[src/rtl/mem_stage.sv]
// mem_stage: MIPS memory stage; registers the execute bus, aligns load data, forwards the result and holds stalled load data.
module mem_stage #(
  parameter int EX_TO_MEM_WD = 80,
  parameter int MEM_TO_WB_WD = 70
) (
  input  logic                    clk,
  input  logic                    resetn,
  input  logic [5:0]              stall,
  input  logic [EX_TO_MEM_WD-1:0] ex_to_mem_bus,
  input  logic [64:0]             ex_to_mem_hilo,
  input  logic [31:0]             data_sram_rdata,
  output logic [MEM_TO_WB_WD-1:0] mem_to_wb_bus,
  output logic [37:0]             mem_to_id,
  output logic [64:0]             mem_to_wb_hilo
);
  logic [EX_TO_MEM_WD-1:0] bus_r;
  logic [64:0] hilo_r;
  logic [31:0] rdata_hold;
  logic hold_valid;
  logic [3:0] ram_op;
  logic [31:0] pc, ex_result, w, rf_wdata, load_res;
  logic sel_rf_res, rf_we;
  logic [4:0] rf_waddr;
  logic [1:0] a;
  logic [7:0] b;
  logic [15:0] h;
  logic unused;
  always_ff @(posedge clk or negedge resetn)
    if (!resetn) begin
      bus_r <= '0;
      hilo_r <= '0;
      rdata_hold <= '0;
      hold_valid <= 1'b0;
    end else begin
      if (!stall[3]) begin
        bus_r <= ex_to_mem_bus;
        hilo_r <= ex_to_mem_hilo;
      end else if (!stall[4]) begin
        bus_r <= '0;
        hilo_r <= '0;
      end
      // Only the first held edge captures; the SRAM word may change afterwards.
      if (stall[3] && stall[4]) begin
        if (!hold_valid) begin
          rdata_hold <= data_sram_rdata;
          hold_valid <= 1'b1;
        end
      end else
        hold_valid <= 1'b0;
    end
  always_comb begin
    ram_op = bus_r[79:76];
    pc = bus_r[75:44];
    sel_rf_res = bus_r[38];
    rf_we = bus_r[37];
    rf_waddr = bus_r[36:32];
    ex_result = bus_r[31:0];
    a = ex_result[1:0];
    w = hold_valid ? rdata_hold : data_sram_rdata;
    b = a == 2'd0 ? w[7:0] : a == 2'd1 ? w[15:8] : a == 2'd2 ? w[23:16] : w[31:24];
    h = a[1] ? w[31:16] : w[15:0];
    load_res = ram_op == 4'b0001 ? {{24{b[7]}}, b} :
               ram_op == 4'b0010 ? {24'd0, b} :
               ram_op == 4'b0011 ? {{16{h[15]}}, h} :
               ram_op == 4'b0100 ? {16'd0, h} : w;
    rf_wdata = sel_rf_res ? load_res : ex_result;
    mem_to_wb_bus = {pc, rf_we, rf_waddr, rf_wdata};
    mem_to_id = {rf_we && rf_waddr != 5'd0, rf_waddr, rf_wdata};
    mem_to_wb_hilo = hilo_r;
    unused = ^{stall[5], stall[2:0], bus_r[43:39]};
  end
endmodule

[config.mk]
export PLATFORM = sky130hd
export DESIGN_NAME = mem_stage
export DESIGN_NICKNAME = d
export VERILOG_FILES = /design/src/rtl/mem_stage.sv
export SDC_FILE = /design/constraint.sdc
export NUM_CORES = 1
export LEC_CHECK = 0
export ABC_AREA = 1
export CORE_MARGIN = 3
export CORE_UTILIZATION = 40
export DETAILED_ROUTE_END_ITERATION = 16
export PLACE_DENSITY = 0.85
export SYNTH_ARGS = -nofsm -noshare
export SYNTH_HDL_FRONTEND = slang
export SYNTH_SLANG_ARGS = --single-unit
export TNS_END_PERCENT = 50
[constraint.sdc]
create_clock -name clk -period 1.8 [get_ports clk]
set_clock_uncertainty 0.05 [all_clocks]
set_input_delay 0.36 -clock clk [delete_from_list [all_inputs] [get_ports clk]]
set_output_delay 0.36 -clock clk [all_outputs]
set_load 0.05 [all_outputs]
==> tab_implementation.tex <==
\begin{tabular}{lr}
\hline
Metric & Value \\
\hline
\multicolumn{2}{l}{\textbf{Status}} \\
\quad Run status & finished, violations left \\
\quad Failing checks & negative setup slack \\
\multicolumn{2}{l}{\textbf{Worst setup path}} \\
\quad FF-to-FF setup slack & between 0.2 and 0.3 ns \\
\quad Family with the most delay on the worst path & simple AND/OR/NAND/NOR gates \\
\quad Cell-by-cell trace of the critical path & clkinv\_4 -> nand2\_2 -> nand3\_4 -> nand2\_2 -> nand2\_2 -> nand2\_2 -> nand2\_4 -> clkbuf\_16 -> nand2\_2 -> nand2\_2 -> nand2\_4 -> buf\_12 \\
\quad Crit end category & output pin \\
\quad Reg-to-Reg Start & hold\_valid\$\_DFF\_PN0\_ \\
\quad Data arrival time of the critical path & around 2.2 ns \\
\quad Depth of the worst register-to-register path & 8 \\
\quad Worst EP required & between 1 and 1.5 ns \\
\quad CP max stage delay & 0.50 ns \\
\quad Reg2reg end & rdata\_hold[29]\$\_DFFE\_PN0P\_ \\
\quad Worst Setup SP & hold\_valid\$\_DFF\_PN0\_ \\
\quad Worst-path maximum fanout & 6 \\
\quad Top cell by count, worst path & sky130\_fd\_sc\_hd\_\_nand2\_2 \\
\quad Startpoint kind of the worst setup timing path & flip-flop \\
\quad Kind of critical path & reg -> out \\
\quad Crit path buffers/inverters & 3 \\
\quad Slowest stage cell, crit path & sky130\_fd\_sc\_hd\_\_dfrtp\_2 \\
\multicolumn{2}{l}{\textbf{STA}} \\
\quad Minimum clock period & 2.56 ns \\
\quad Pins over their slew limit & 0 \\
\quad Worst-case setup margin in the final layout & -0.762 ns \\
\quad Worst slew slack as a fraction of its limit & 0.622 \\
\quad Tcrit/Tclk final & 1.42 \\
\quad Worst Tran Pin Value & between 0.5 and 0.6 ns \\
\quad Hold Vio Cnt, Final & 0 \\
\quad Upper clock frequency limit & between 300 and 400 MHz \\
\quad Unrepaired setup endpoints after global routing & true \\
\quad Setup Total Neg Slack & -46.69 ns \\
\quad Setup violations, final & 65 \\
\multicolumn{2}{l}{\textbf{Global route}} \\
\quad First-pass GRT wire length & a little under 50 mm \\
\quad Met1 usage & 0.276 \\
\quad Number of antenna violations at the first check in global routing & 2 \\
\quad Global route overflow & 0 \\
\quad Most Used Layer, Global Route & met2 \\
\quad Global routing met2 resource utilization & 0.461 \\
\quad Overall fraction of global-route tracks in use & 0.250 \\
\quad Met3 track demand over resource & 0.0711 \\
\quad Via count of the first global-routing pass & approximately 9300 \\
\quad Maximum number of pins on one net before global-route repair & around 140 \\
\multicolumn{2}{l}{\textbf{Route}} \\
\quad Average via count per standard cell & 4.93 \\
\quad Routed length per placed instance & between 15 and 20 µm \\
\quad Vias after detailed routing & 9224 \\
\quad Number of antenna-violating nets in the routed design & 0 \\
\quad Total Wirelength & $\sim$33 mm \\
\quad Iteration count of the initial detailed-routing pass & 5 \\
\quad Iteration-0 DRC Markers & around 540 \\
\quad Post-route DRC violation count & 0 \\
\multicolumn{2}{l}{\textbf{CTS}} \\
\quad TritonCTS clock tree & yes \\
\quad Clock Sinks & between 150 and 200 \\
\quad Clk root buf & sky130\_fd\_sc\_hd\_\_clkbuf\_16 \\
\quad Skew-Pair Late Insertion Delay & roughly 0.42 ns \\
\quad Register clock-pin slew on the reported worst setup and hold paths & 0.08 ns \\
\quad Clock Tree Buf Depth & 2 \\
\quad Total clock buffers created by CTS & 17 \\
\quad \# H-tree levels & 4 \\
\multicolumn{2}{l}{\textbf{Power}} \\
\quad Total power divided by cell area & around 900 mW/mm² \\
\quad Maximum ir drop on the vdd rail & 0.677 mV \\
\quad LEAKAGE & approximately 7.5 nW \\
\multicolumn{2}{l}{\textbf{Floorplanning}} \\
\quad Placeable core region & about 0.023 mm² \\
\quad Die boundary height & between 150 and 200 µm \\
\quad Floorplan die area & 0.0250 mm² \\
\quad Row Count & 55 \\
\quad Horizontal extent of the die & roughly 160 µm \\
\quad I/O pin total & 358 \\
\quad Starting utilization of the core area & 0.408 \\
\multicolumn{2}{l}{\textbf{Synthesis}} \\
\quad Post-synthesis mux area share & 0 \\
\quad Main combinational cell family by area after synthesis & simple AND/OR/NAND/NOR gates \\
\quad Number of distinct library cells after synthesis & 24 \\
\quad Register bit total from synthesis & about 170 \\
\quad Sequential-to-total area share from yosys stat & 0.468 \\
\quad Area fraction in compound gates after synthesis & 0.106 \\
\quad Total nets after synthesis & around 1400 \\
\quad Simple-Gate Fraction of Synth Area & 0.249 \\
\quad Xor and xnor fraction of the mapped netlist area & 0 \\
\quad Post-synthesis area per instance & 7.34 µm² \\
\quad Arithmetic-cell share of the synthesized area counting full adders, half adders and majority gates & 0 \\
\quad Synth warnings & 0 \\
\quad Cell area after synthesis & around 0.0093 mm² \\
\quad Number of instances in the synthesized netlist & $\sim$1300 \\
\multicolumn{2}{l}{\textbf{Cells and area}} \\
\quad Final core area utilization & 0.648 \\
\quad Antenna Cells & 0 \\
\quad Area growth syn-to-layout & 58.9\% \\
\quad Commonest cells after routing, fill and taps aside & sky130\_fd\_sc\_hd\_\_nand2\_1, sky130\_fd\_sc\_hd\_\_inv\_1, sky130\_fd\_sc\_hd\_\_clkdlybuf4s50\_1 \\
\quad Count of fill cells added during filler insertion & between 1500 and 2000 \\
\quad Share of cells above drive strength 1 & 0.276 \\
\quad Number of nets in the final layout & around 1800 \\
\quad Final design instance area without fill & 0.0147 mm² \\
\quad Leading cell type in the layout, fill and taps excluded & sky130\_fd\_sc\_hd\_\_nand2\_1 \\
\quad Count of placed standard cells in the final layout, fillers left out & approximately 1900 \\
\multicolumn{2}{l}{\textbf{Placed design}} \\
\quad Placed cell area & around 0.014 mm² \\
\quad Number of placed cells counting well taps & $\sim$1800 \\
\quad Final HPWL from detailed placement & between 20 and 25 mm \\
\quad Last weighted congestion value of the routability-driven placer & 0.947 \\
\quad Input/output buffers & between 300 and 400 \\
\multicolumn{2}{l}{\textbf{Min path}} \\
\quad Class of the tightest hold or removal check & in -> async \\
\multicolumn{2}{l}{\textbf{Job}} \\
\quad Number of violations of the max-capacitance limit & 0 \\
\hline
\end{tabular}
kinds of logic (layout without fill, tap and decap cells):
logic type	Yosys count	count (layout)
simple gates	557	557
buf+inv	340	664
compound gates	191	191
flops	173	173
power breakdown:
group	leakage, nW	total [mW]	internal [mW]	switching [mW]
Clock	0.303	3.85	1.93	1.92
Sequential	2.16	4.42	4.22	0.204
Combinational	5.02	4.82	1.95	2.87
Total	7.49	13.1	8.10	5.00
state kept, by name, indices dropped and copies added (netlist names):
name	count
mem_to_wb_hilo	65
rdata_hold	32
bus_r	75
hold_valid	1
cells in the mapped netlist, drive strengths merged:
cell | number | share of area
nand4 | 1 | 0.00068
dfrtp | 173 | 0.47
buf | 105 | 0.082
nand2 | 438 | 0.18
nand3 | 91 | 0.051
o21ai | 175 | 0.095
a31oi | 6 | 0.0041
and2 | 1 | 0.00068
inv | 201 | 0.081
clkbuf | 34 | 0.014
a21oi | 1 | 0.00095
o22ai | 9 | 0.0061
nor2 | 26 | 0.012
timing repair:
action                                 in CTS  in global routing
gates resized for setup                    19                 45
endpoints found under the hold margin      35                  0
cloned                                      0                  5
pin swaps                                   4                 21
hold buffers                                1                  0
setup buffers                               0                  1
setup endpoints to repair                  65                 65
worst max-delay path by stage:
stage | endpoint | cells past startpoint
floorplan | mem_to_wb_bus[22] | 12
global placement | mem_to_wb_bus[29] | 13
detailed placement | mem_to_wb_bus[29] | 13
CTS | mem_to_wb_bus[31] | 13
global route | mem_to_wb_bus[29] | 13
finish | mem_to_wb_bus[16] | 12
stage by stage:
stage | total power, mW | hold slack (ns) | setup slack [ns]
after floorplan | 7.40 | 0.0144 | -0.202
after global placement | 9.11 | 0.281 | -0.488
after detailed placement | 9.20 | 0.283 | -0.518
after CTS | 13.1 | 0.382 | -0.748
after global routing | 13.6 | 0.382 | -0.878
final | 13.1 | 0.371 | -0.762
layout make-up:
cell class / count / area [µm²] / area share
multi-input combinational: 748 / 3920 / 0.266
tap: 285 / 357 / 0.0242
timing repair buffer: 430 / 4700 / 0.319
inverter: 201 / 767 / 0.0521
sequential: 173 / 4330 / 0.295
timing repair inverter: 1 / 6.26 / 0.000425
clock inverter: 15 / 209 / 0.0142
clock buffer: 17 / 425 / 0.0289
metal layers:
layer	routed length, µm	vias to the layer above
li1	-	4418
met1	11600	4399
met2	17600	345
met3	2300	58
met4	964	4
met5	27	-
No activity file was read; power rests on OpenSTA's default activity.
